==> src/rtl/stopwatch_pkg.sv <==
// Shared constants and helpers for the stopwatch_ms BCD stopwatch.
package stopwatch_pkg;

  localparam int BCD_W = 4;
  localparam logic [3:0] BCD_MAX = 4'd9;

  // Saturate a non-decimal nibble to 9 so the cascade only ever sees legal digits.
  function automatic logic [3:0] bcdClamp(input logic [3:0] digit);
    logic [3:0] res;
    if (digit > BCD_MAX) res = BCD_MAX;
    else                 res = digit;
    return res;
  endfunction

  function automatic int prescWidth(input int div);
    return $clog2(div);
  endfunction

endpackage

==> src/rtl/stopwatch_ms_tick_gen.sv <==
// tick_gen: enabled modulo-DIV prescaler with synchronous zero; tick is a registered wrap pulse.
module tick_gen
  import stopwatch_pkg::*;
#(
  parameter int DIV = 10
) (
  input  logic clkIn,
  input  logic resetN,
  input  logic en,
  input  logic zero,
  output logic tick
);

  localparam int CW = prescWidth(DIV);
  localparam logic [CW-1:0] LAST = CW'(DIV - 1);

  logic [CW-1:0] cnt_r;
  logic          tick_r;

  // Prescaler count and wrap pulse; holds while disabled so the sub-tick phase survives a pause.
  always_ff @(posedge clkIn or negedge resetN) begin
    if (!resetN) begin
      cnt_r  <= '0;
      tick_r <= 1'b0;
    end else if (zero) begin
      cnt_r  <= '0;
      tick_r <= 1'b0;
    end else if (en) begin
      if (cnt_r == LAST) begin
        cnt_r  <= '0;
        tick_r <= 1'b1;
      end else begin
        cnt_r  <= cnt_r + CW'(1);
        tick_r <= 1'b0;
      end
    end else begin
      tick_r <= 1'b0;
    end
  end

  assign tick = tick_r;

endmodule

==> src/rtl/stopwatch_ms.sv <==
// stopwatch_ms: prescaled NUM_DIGITS-wide BCD stopwatch with start/stop/clear, load and up/down.
// Define STOPWATCH_LAP_EN to add the lap input and the lapOut capture register.
module stopwatch_ms
  import stopwatch_pkg::*;
#(
  parameter int CLK_HZ     = 50000000,
  parameter int TICK_HZ    = 1000,
  parameter int NUM_DIGITS = 6
) (
  input  logic                        clkIn,
  input  logic                        resetN,
  input  logic                        start,
  input  logic                        stop,
  input  logic                        clear,
  input  logic                        countDown,
  input  logic                        loadEn,
  input  logic [BCD_W*NUM_DIGITS-1:0] loadVal,
  output logic [BCD_W*NUM_DIGITS-1:0] timeOut,
  output logic                        running,
  output logic                        tick,
  output logic                        done
`ifdef STOPWATCH_LAP_EN
  ,
  input  logic                        lap,
  output logic [BCD_W*NUM_DIGITS-1:0] lapOut
`endif
);

  localparam int DIV = CLK_HZ / TICK_HZ;
  localparam int W   = BCD_W * NUM_DIGITS;

  if ((CLK_HZ % TICK_HZ) != 0 || DIV < 2) begin : gBadDiv
    $error("stopwatch_ms: CLK_HZ/TICK_HZ must be an integer >= 2");
  end
  if (NUM_DIGITS < 1 || NUM_DIGITS > 8) begin : gBadDigits
    $error("stopwatch_ms: NUM_DIGITS must be in 1..8");
  end

  logic [W-1:0] timeOut_r, timeNext_s, incVal_s, decVal_s, loadClamp_s;
  logic         running_r, runNext_s, done_r, doneNext_s;
  logic         incWrap_s, isZero_s, tick_s;

  tick_gen #(.DIV(DIV)) uTickGen (
    .clkIn  (clkIn),
    .resetN (resetN),
    .en     (running_r),
    .zero   (clear | loadEn),
    .tick   (tick_s)
  );

  // Full-width BCD increment/decrement ripple plus the clamped load value.
  always_comb begin
    logic       carry;
    logic       borrow;
    logic [3:0] d;
    incVal_s    = '0;
    decVal_s    = '0;
    loadClamp_s = '0;
    carry       = 1'b1;
    borrow      = 1'b1;
    d           = 4'd0;
    for (int i = 0; i < NUM_DIGITS; i++) begin
      d = timeOut_r[i*BCD_W +: BCD_W];
      if (carry) begin
        if (d == BCD_MAX) begin
          incVal_s[i*BCD_W +: BCD_W] = 4'd0;
        end else begin
          incVal_s[i*BCD_W +: BCD_W] = d + 4'd1;
          carry = 1'b0;
        end
      end else begin
        incVal_s[i*BCD_W +: BCD_W] = d;
      end
      if (borrow) begin
        if (d == 4'd0) begin
          decVal_s[i*BCD_W +: BCD_W] = BCD_MAX;
        end else begin
          decVal_s[i*BCD_W +: BCD_W] = d - 4'd1;
          borrow = 1'b0;
        end
      end else begin
        decVal_s[i*BCD_W +: BCD_W] = d;
      end
      loadClamp_s[i*BCD_W +: BCD_W] = bcdClamp(loadVal[i*BCD_W +: BCD_W]);
    end
    incWrap_s = carry;
    isZero_s  = (timeOut_r == '0);
  end

  // Control priority clear > loadEn > stop > start; a tick is applied only when neither clear nor load is active.
  always_comb begin
    timeNext_s = timeOut_r;
    runNext_s  = running_r;
    doneNext_s = 1'b0;
    if (clear) begin
      timeNext_s = '0;
    end else if (loadEn) begin
      timeNext_s = loadClamp_s;
    end else begin
      if (stop) begin
        runNext_s = 1'b0;
      end else if (start && !(countDown && isZero_s)) begin
        runNext_s = 1'b1;
      end else begin
        runNext_s = running_r;
      end
      if (tick_s) begin
        if (!countDown) begin
          timeNext_s = incVal_s;
          doneNext_s = incWrap_s;
        end else if (isZero_s) begin
          runNext_s = 1'b0;
        end else begin
          timeNext_s = decVal_s;
          if (decVal_s == '0) begin
            doneNext_s = 1'b1;
            runNext_s  = 1'b0;
          end else begin
            doneNext_s = 1'b0;
          end
        end
      end else begin
        timeNext_s = timeOut_r;
      end
    end
  end

  // Count, run flag and terminal pulse registers.
  always_ff @(posedge clkIn or negedge resetN) begin
    if (!resetN) begin
      timeOut_r <= '0;
      running_r <= 1'b0;
      done_r    <= 1'b0;
    end else begin
      timeOut_r <= timeNext_s;
      running_r <= runNext_s;
      done_r    <= doneNext_s;
    end
  end

  assign timeOut = timeOut_r;
  assign running = running_r;
  assign tick    = tick_s;
  assign done    = done_r;

`ifdef STOPWATCH_LAP_EN
  logic [W-1:0] lapOut_r;

  // Lap capture takes the pre-update count so a coincident tick is not reflected.
  always_ff @(posedge clkIn or negedge resetN) begin
    if (!resetN) begin
      lapOut_r <= '0;
    end else if (clear) begin
      lapOut_r <= '0;
    end else if (lap) begin
      lapOut_r <= timeOut_r;
    end else begin
      lapOut_r <= lapOut_r;
    end
  end

  assign lapOut = lapOut_r;
`endif

endmodule
==> config.mk <==
export PLATFORM = sky130hd
export DESIGN_NAME = stopwatch_ms
export DESIGN_NICKNAME = d
export VERILOG_FILES = /design/src/rtl/stopwatch_pkg.sv /design/src/rtl/stopwatch_ms_tick_gen.sv /design/src/rtl/stopwatch_ms.sv
export SDC_FILE = /design/constraint.sdc
export NUM_CORES = 1
export LEC_CHECK = 0
export BUFFER_PORTS_ARGS = -buffer_cell sky130_fd_sc_hd__buf_2
export CORE_MARGIN = 5
export CORE_UTILIZATION = 28
export DETAILED_ROUTE_END_ITERATION = 16
export MAX_ROUTING_LAYER = met4
export PLACE_DENSITY = 0.58
export SYNTH_ARGS = -nofsm -noshare
export SYNTH_HDL_FRONTEND = slang
export SYNTH_SLANG_ARGS = --single-unit
export TNS_END_PERCENT = 30
==> constraint.sdc <==
create_clock -name clkIn -period 2.4 [get_ports clkIn]
set_clock_uncertainty 0.1 [all_clocks]
set_input_delay 0.12 -clock clkIn [delete_from_list [all_inputs] [get_ports clkIn]]
set_output_delay 0.12 -clock clkIn [all_outputs]
set_load 0.01 [all_outputs]
# Yosys cells after proc, flatten, opt, wreduce, memory -nomap -nowiden
# Index checks and enable logic that the tools add are counted.
[op_classes]
add_sub_neg = 13
n_lt_le_gt_ge = 6
n_eq_ne = 8
muxes = 71
bitwise = 3
n_reduce_logical = 25
[op_table]
columns = ["op", "count"]
rows = [
  ["24-bit two-way mux", 5],
  ["4-bit two-way mux", 28],
  ["24-bit zero test", 2],
  ["16-bit two-way mux", 3],
  ["1-bit two-way mux", 35],
  ["4-bit by 1-bit adder with 4-bit output (second input constant)", 6],
  ["4-bit == test (second input constant)", 6],
  ["4-bit > comparator (second input constant)", 6],
  ["4-bit zero test", 6],
  ["4-bit by 1-bit subtractor with 4-bit output (second input constant)", 6],
  ["4-bit nonzero test", 5],
  ["16-bit by 1-bit adder with 16-bit output (second input constant)", 1],
  ["16-bit == test (second input constant)", 1],
  ["3-bit AND reduction", 5],
  ["4-bit != test (second input constant)", 1],
  ["2-bit AND reduction", 2],
  ["3-bit nonzero test", 1],
  ["1-bit logical AND", 2],
  ["1-bit inverter", 2],
  ["2-bit nonzero test", 1],
  ["1-bit zero test", 1],
  ["1-bit bitwise OR", 1],
]
[totals]
reg_bits = 43
inputBits = 31
out_inout_bits = 27
word_cells = 136

# Logic depth before layout (Yosys ltp)
# Gate-level depths: netlist of the first run.
[depth]
ltp_word = 14
depth_mapped = 9

# Modules after synthesis
# From an unflattened synthesis of the first run, not the netlist that was laid out.
[hier_totals]
cells_unflattened = 493
hier_area_um2 = 4036.4
[by_module_without_submodules]
columns = ["mod", "n_inst", "cells_each", "area_each_um2", "seq_area_each_um2"]
rows = [
  ["stopwatch_ms", 1, 398, 3126.7, 650.6],
  ["tick_gen", 1, 95, 909.6, 425.4],
]

# Least setup slack after synthesis of the first run
# No wires, ideal clock.
[synth_path]
path_type = "register -> register"
startpoint = "reg timeOut_r[4] (netlist: timeOut[4])"
endpoint = "reg done_r (netlist: done)"
setup_ns = 0.096
t_arrival_ns = 2.506
slack_ns = -0.301
path_stages_with_launch = 10
path_buffers = 1
cell_sequence = "dfrtp_1 inv_1 ha_1 nor3b_4 and4_1 buf_4 mux2i_1 nand4_1 o41a_1 nor4_2"
[synth_between]
elab_chain_cells = 14
elab_cells_between_ends = 28
cone_classes = "add/sub (1); eq/ne (1); mux (23); reduce/logical (3)"
[synth_lines]
columns = ["item", "line", "source"]
rows = [
  ["start, declared", "stopwatch_ms.sv:39", "logic [W-1:0] timeOut_r, timeNext_s, incVal_s, decVal_s, loadClamp_s;"],
  ["start signal, assigned", "stopwatch_ms.sv:135", "timeOut_r <= timeNext_s;"],
  ["4-bit zero test", "stopwatch_ms.sv:75", "if (d == 4'd0) begin"],
  ["1-bit two-way mux", "stopwatch_ms.sv:75", ""],
  ["1-bit two-way mux (4 in a row)", "stopwatch_ms.sv:74", "if (borrow) begin"],
  ["4-bit two-way mux", "stopwatch_ms.sv:74", ""],
  ["24-bit zero test", "stopwatch_ms.sv:115", "if (decVal_s == '0) begin"],
  ["1-bit two-way mux", "stopwatch_ms.sv:115", ""],
  ["1-bit two-way mux", "stopwatch_ms.sv:111", "end else if (isZero_s) begin"],
  ["1-bit two-way mux *", "stopwatch_ms.sv:108", "if (!countDown) begin"],
  ["1-bit two-way mux *", "stopwatch_ms.sv:107", "if (tick_s) begin"],
  ["1-bit two-way mux *", "stopwatch_ms.sv:97", "end else if (loadEn) begin"],
  ["1-bit two-way mux *", "stopwatch_ms.sv:95", "if (clear) begin"],
  ["named net doneNext_s", "stopwatch_ms.sv:40", "logic running_r, runNext_s, done_r, doneNext_s;"],
  ["end signal, assigned", "stopwatch_ms.sv:137", "done_r <= doneNext_s;"],
  ["end, declared", "stopwatch_ms.sv:40", ""],
]
# Mark *: on every way through the listed nets, which the timed path passes. The rest lies on a longest branch.
# A chain may end at the register's enable or synchronous reset.

# Worst setup path in the final report of the first run
[layout_path]
startpoint = "reg timeOut_r[0] (netlist: timeOut[0])"
endpoint = "reg done_r (netlist: done)"
# Same word-level chain as after synthesis.

==> metrics, run 1 <==
outcome=complete, but fails checks; failing checks=negative setup slack; Post-Syn Area=4040 µm²; Worst EP required=2.50 ns; Critical Path AT=2.52 ns; PD cells=480 nW/µm²; Synth Area in Simple Gates=28.6%; post-synthesis sequential area ratio=26.7%; Ant. Diodes=0; Layout area overhead=30.9%; die area=16900 µm²; multiplexer area fraction after synthesis=2.08%; Finished Layout Cells=801; worst hold stages=3; CTS tree=done; Setup violations, final=1; Worst setup EP type=flop; CP max FO=7; Worst slew margin=52.2%; global placement routability congestion=0.926; via count=4462; CP peak stage delay=0.41 ns; Reg area=1080 µm²; share of layout cells above drive strength 1=29.6%; Final Core Density=37.8%; Max Cap Viol=0; iteration-0 DRC count of the detailed router=291; Netlist cell types=76; area of the multi-input gates=2880 µm²; met3 WL=540 µm; Die Y=130 µm; PortBufs=57; # placed instances=787; CP Depth=10; Slew Limit Fails=0; drt pass-1 iters=5; Synth area leaders=dfrtp_1 27%, ha_1 6.2%, nor2_1 4.7%; crit-path cells=inv_2 > ha_4 > nor3b_4 > buf_6 > buf_4 > nand3_4 > a221oi_2 > nand4_1 > o41a_1 > nor4_2; vias per cell=5.57; Syn Inst Count=516; WL met2=6510 µm; root buffer selected by CTS=clkbuf_16; CP bufs+invs=3; Synthesized Nets=567; pin count of the biggest net entering global routing=20; Worst path top cell family by delay=compound AO/OA/AOI/OAI gates; total track usage=16.4%; Hold Crit Class=input port to flop; Startpoint Class=flop; Adder-Cell Fraction of Synth Area=6.20%; site row count=43; Worst path slowest cell=dfrtp_2; # nets final=671; leak pwr=2.23 nW; Die X=130 µm; CTS Buffer Depth=2; FMAX=413 MHz; DP HPWL=10100 µm; commonest non-fill, non-tap cell in the layout=buf_4; Skew-Pair Late Insertion Delay=0.30 ns; io pins=58; r2r worst-path depth=10; fraction of registers with async set or reset after synthesis=100%; Setup WS post-layout=-0.0196 ns; Starting Density=28.8%; Hold Fails Final Rpt=0; Post-synth EDFFs=0; Num CTS Buffers=5; final antenna-violating net count=0; compound-gate portion of the synthesized area=29.1%; Synth Flop Type=dfrtp_1; Metal-1 WL=6180 µm; fill cell count=1470; xor/xnor cell area share of the yosys netlist=1.30%; worst hold slack=0.0215 ns; yosys warns=0; global-route wire length before repair=21800 µm; top cell type's share of synthesized area=26.7%; Crit Path Category=flop to flop; largest family of logic cells by synthesized area=compound AO/OA/AOI/OAI gates; Yosys top cell by area=dfrtp_1; DR WL/cell=16.7 µm; RSZ-0062 raised after global routing=true; core area=14000 µm²; vias in the first global route=4278; commonest non-fill, non-tap cells in the layout=65 x buf_4, 57 x buf_2, 51 x nor2_1; CTS H-tree lvls=2; Tmin final=2.42 ns; uppermost layer routed=met4; #FFs+latches synth=43; DRC=0; Num Clock Sinks=43; VDD IR max=0.269 mV; actual slew at the worst max-slew pin=0.712 ns; WL final=13400 µm; Final Cycle Share=101%; antenna violations before repair=0; grt total ovfl=0; Avg Cell Area, Syn=7.82 µm²; clock-pin slew on the worst setup and hold paths=0.07 ns
[flip-flops by register name (all words and copies together), names as in the netlist]
signal          cells
done                1
running             1
timeOut            24
uTickGen.cnt_r     16
uTickGen.tick       1
[path summary, 6_finish.rpt]
kind | from | end | slack (ns)
worst max-delay path | timeOut[0] | done | -0.02
worst min-delay path | loadVal[3] | timeOut[3] | 0.02
worst max register to register | timeOut[0] | done | -0.02
worst min register to register | uTickGen.cnt_r[14] | uTickGen.cnt_r[14] | 0.43
max in group asynchronous | resetN | timeOut[4] | 1.38
min in group asynchronous | resetN | timeOut[2] | 0.21
[logic make-up (layout without fill, tap and decap cells)]
kind of cell             count (synthesis)  in the layout
XOR/XNOR                                 6              6
adder cells (fa/ha/maj)                 20             20
flip-flops                              43             43
buffers and inverters                   60            165
AO/OA/AOI/OAI                          172            172
AND/OR/NAND/NOR                        208            208
multiplexers                             7              7
[layer usage]
metal  vias up  GRT usage (%)
met3        12           2.33
met5         -              -
met4         0           3.73
li1       2140              -
met1      2175           21.6
met2       135           26.7
[synth_stat cells (3+ instances only)]
cell,instances
nand3b_1,8
a21oi_1,30
or3b_1,3
and4_1,4
o21bai_1,3
a21o_1,4
nor3b_1,4
o22ai_1,4
nor3_1,11
a41oi_1,3
o31ai_1,8
nand3_1,24
buf_2,7
a311oi_1,3
xnor2_1,3
o211ai_1,3
nand2b_1,6
o21ai_1,14
mux2i_1,5
nor2b_1,7
nor4_1,6
nand4_1,8
buf_1,3
a31oi_1,17
inv_1,28
nand2_1,43
o21a_1,6
a221oi_1,8
o41ai_1,5
or3_1,4
xor2_1,3
and2_1,6
ha_1,20
o21ai_0,34
nor2_1,51
clkbuf_1,20
nor4bb_1,3
dfrtp_1,43
a211oi_1,4
[layout make-up]
| type | count | area share [%] |
|---|---|---|
| inverters | 28 | 1.99 |
| multi-input cells | 413 | 54.5 |
| flip-flops and latches | 43 | 20.5 |
| clock inverters | 2 | 0.237 |
| clock buffers | 6 | 2.44 |
| well taps | 180 | 4.26 |
| repair buffers | 129 | 16.1 |
[timing repair]
item,CTS,global route
buffers inserted,0,4
setup endpoints to repair,3,23
pin swaps,2,7
endpoints found under the hold margin,17,0
hold buffers,2,0
gates resized for setup,6,20
[where the power goes]
part           leakage, nW  internal, W  switching (W)
combinational         1.59     0.000453       0.000560
sequential           0.570     0.000765      0.0000483
clock               0.0669     0.000385       0.000321
[worst register-to-register path, cell delays in order, from the launching register on]
cell and delay (ns):
dfrtp_2 0.41, inv_2 0.08, ha_4 0.14, nor3b_4 0.25
buf_6 0.17, buf_4 0.15, nand3_4 0.08, a221oi_2 0.30
nand4_1 0.14, o41a_1 0.35, nor4_2 0.15
[through the flow]
step / setup WS (ns) / power (W) / TNS [ns] / cell area, µm²
6_report: -0.0196 / 0.00253 / -0.0196 / 5280
3_5_place_dp: -0.0562 / 0.00176 / -0.114 / 4980
2_1_floorplan: 0.00244 / 0.00139 / 0 / 4120
4_1_cts: 0.00126 / 0.00249 / 0 / 5160
3_3_place_gp: -0.0566 / 0.00175 / -0.0566 / 4980
5_1_grt: -0.0850 / 0.00268 / -0.525 / 5280
No activity file was read; power rests on OpenSTA's default activity.
==> inputs of run 2 (changes only) <==
--- a/config.mk
+++ b/config.mk
@@ -11,6 +11,7 @@
 export DETAILED_ROUTE_END_ITERATION = 16
 export MAX_ROUTING_LAYER = met4
 export PLACE_DENSITY = 0.58
+export SETUP_SLACK_MARGIN = 0.02
 export SYNTH_ARGS = -nofsm -noshare
 export SYNTH_HDL_FRONTEND = slang
 export SYNTH_SLANG_ARGS = --single-unit
==> metrics, run 2 (same netlist as run 1, synthesis figures left out) <==
FMAX=409 MHz (-1.0%); Hold Crit Class=input port to flop; # nets final=682 (+1.6%); Setup TNS Final=-0.0513 ns (-0.0317 ns); CTS tree=done; Setup WS post-layout=-0.0449 ns (-0.0253 ns); Tmin final=2.44 ns (+0.0253 ns); global placement routability congestion=0.888 (-4.0%); commonest non-fill, non-tap cells in the layout=73 x buf_4, 57 x buf_2, 49 x nor2_1; Max Cap Viol=0 (unchanged); share of layout cells above drive strength 1=34.2% (+4.5 points); CP peak stage delay=0.44 ns (+0.03 ns); clock-pin slew on the worst setup and hold paths=0.07 ns (about the same); Critical Path AT=2.54 ns (+0.02 ns); core area=14000 µm² (unchanged); via count=4447 (-0.34%); site row count=43 (unchanged); Worst path top cell family by delay=simple AND/OR/NAND/NOR gates; Layout area overhead=35.7%; Die Y=130 µm (unchanged); Worst EP required=2.49 ns (about the same); root buffer selected by CTS=clkbuf_16; Starting Density=28.8% (unchanged); CP bufs+invs=2 (-1); CTS Buffer Depth=2 (unchanged); iteration-0 DRC count of the detailed router=245 (-16%); vias in the first global route=4378 (+2.3%); Slew Limit Fails=0 (unchanged); vias per cell=5.48 (-1.7%); commonest non-fill, non-tap cell in the layout=buf_4; DP HPWL=10400 µm (+2.3%); die area=16900 µm² (unchanged); Skew-Pair Late Insertion Delay=0.30 ns (about the same); total track usage=16.8% (+0.43 points); antenna violations before repair=0 (unchanged); Hold Fails Final Rpt=0 (unchanged); CP max FO=5 (-2); Crit Path Category=flop to flop; grt total ovfl=0 (unchanged); drt pass-1 iters=4 (-1); RSZ-0062 raised after global routing=true; Setup violations, final=2 (+1); Final Cycle Share=102% (+1.1 points); DRC=0 (unchanged); Ant. Diodes=0 (unchanged); Num CTS Buffers=5 (unchanged); pin count of the biggest net entering global routing=25 (+25%); io pins=58 (unchanged); actual slew at the worst max-slew pin=0.691 ns (-0.0211 ns); Num Clock Sinks=43 (unchanged); Die X=130 µm (unchanged); max reg flops=24 (unchanged); global-route wire length before repair=22500 µm (+3.2%); VDD IR max=0.280 mV (+4.0%); outcome=complete, but fails checks; failing checks=negative setup slack; final antenna-violating net count=0 (unchanged); Final Core Density=39.1% (+1.4 points); Startpoint Class=flop; crit-path cells=inv_2 > ha_4 > nor3b_4 > buf_6 > or3_2 > a221oi_2 > nand4_1 > o41a_1 > nor4_2; PortBufs=57 (unchanged); Worst setup EP type=flop; WL final=13700 µm (+2.6%); CTS H-tree lvls=2 (unchanged); DR WL/cell=16.9 µm (+1.2%); Worst path slowest cell=or3_2; PD cells=477 nW/µm² (-0.55%); Worst slew margin=53.9% (+1.7 points); leak pwr=2.32 nW (+4.2%)
[run 2: cell types whose count changed in the layout (fill, tap and decap cells not counted), sizes merged]
| cell | previous run | this run |
|---|---|---|
| inv | 28 | 29 |
| clkbuf | 6 | 5 |
| clkinvlp | 1 | 2 |
| buf | 127 | 138 |
| clkinv | 1 | 0 |
[run 2: path summary, 6_finish.rpt]
kind | start | to | slack (ns) | cells after the start
worst max-delay path | timeOut[1] | done | -0.04 | 9
worst min-delay path | loadVal[3] | timeOut[2] | 0.04 | 3
worst max register to register | timeOut[1] | done | -0.04 | 9
worst min register to register | uTickGen.cnt_r[14] | uTickGen.cnt_r[14] | 0.43 | 1
max in group asynchronous | resetN | uTickGen.cnt_r[1] | 1.22 | 3
min in group asynchronous | resetN | timeOut[1] | 0.25 | 2
[run 2: per-stage QoR]
stage	std cells	hold slack [ns]	setup slack [ns]	area (µm²)	total power (W)
6_report	812	0.0395	-0.0449	5470	0.00261
5_1_grt	812	0.0646	-0.145	5470	0.00276
4_1_cts	804	0.0279	-0.0542	5230	0.00254
3_5_place_dp	794	0.0524	-0.0577	5050	0.00180
3_3_place_gp	794	0.0372	-0.0580	5050	0.00178
2_1_floorplan	516	-0.276	0.00714	4120	0.00139
[run 2: repair_timing]
item / CTS / global route
resized for setup: 5 / 42
endpoints found under the setup margin: 11 / 25
buffers inserted: 0 / 8
hold buffers: 2 / 0
endpoints found under the hold margin: 20 / 0
pin swaps: 4 / 19
[run 2: area by class of cell]
class | count | area (µm²)
clock buffers | 5 | 125
repair buffers | 140 | 952
fillers | 1444 | 8510
multi-input cells | 413 | 2960
clock inverters | 3 | 23.8
inverters | 28 | 105
flip-flops and latches | 43 | 1080
well taps | 180 | 225
[run 2: where the power goes]
group / leakage [nW] / internal (W) / switching (W)
logic: 1.69 / 0.000489 / 0.000582
registers: 0.570 / 0.000765 / 0.0000444
clock network: 0.0664 / 0.000391 / 0.000340
[run 2: worst reg2reg max path: stages (launching register included)]
cell and delay, ns:
dfrtp_2 0.36, inv_2 0.05, ha_4 0.16, nor3b_4 0.17, buf_6 0.14, or3_2 0.44
a221oi_2 0.27, nand4_1 0.13, o41a_1 0.35, nor4_2 0.17
[run 2: layer usage]
layer  GRT usage, %  vias to the layer above  wire length [µm]
met5              -                        -                 0
met4           3.55                        0               154
met1           22.6                     2164              6480
met2           27.0                      102              6560
met3           2.37                        9               549
li1               -                     2172                 -
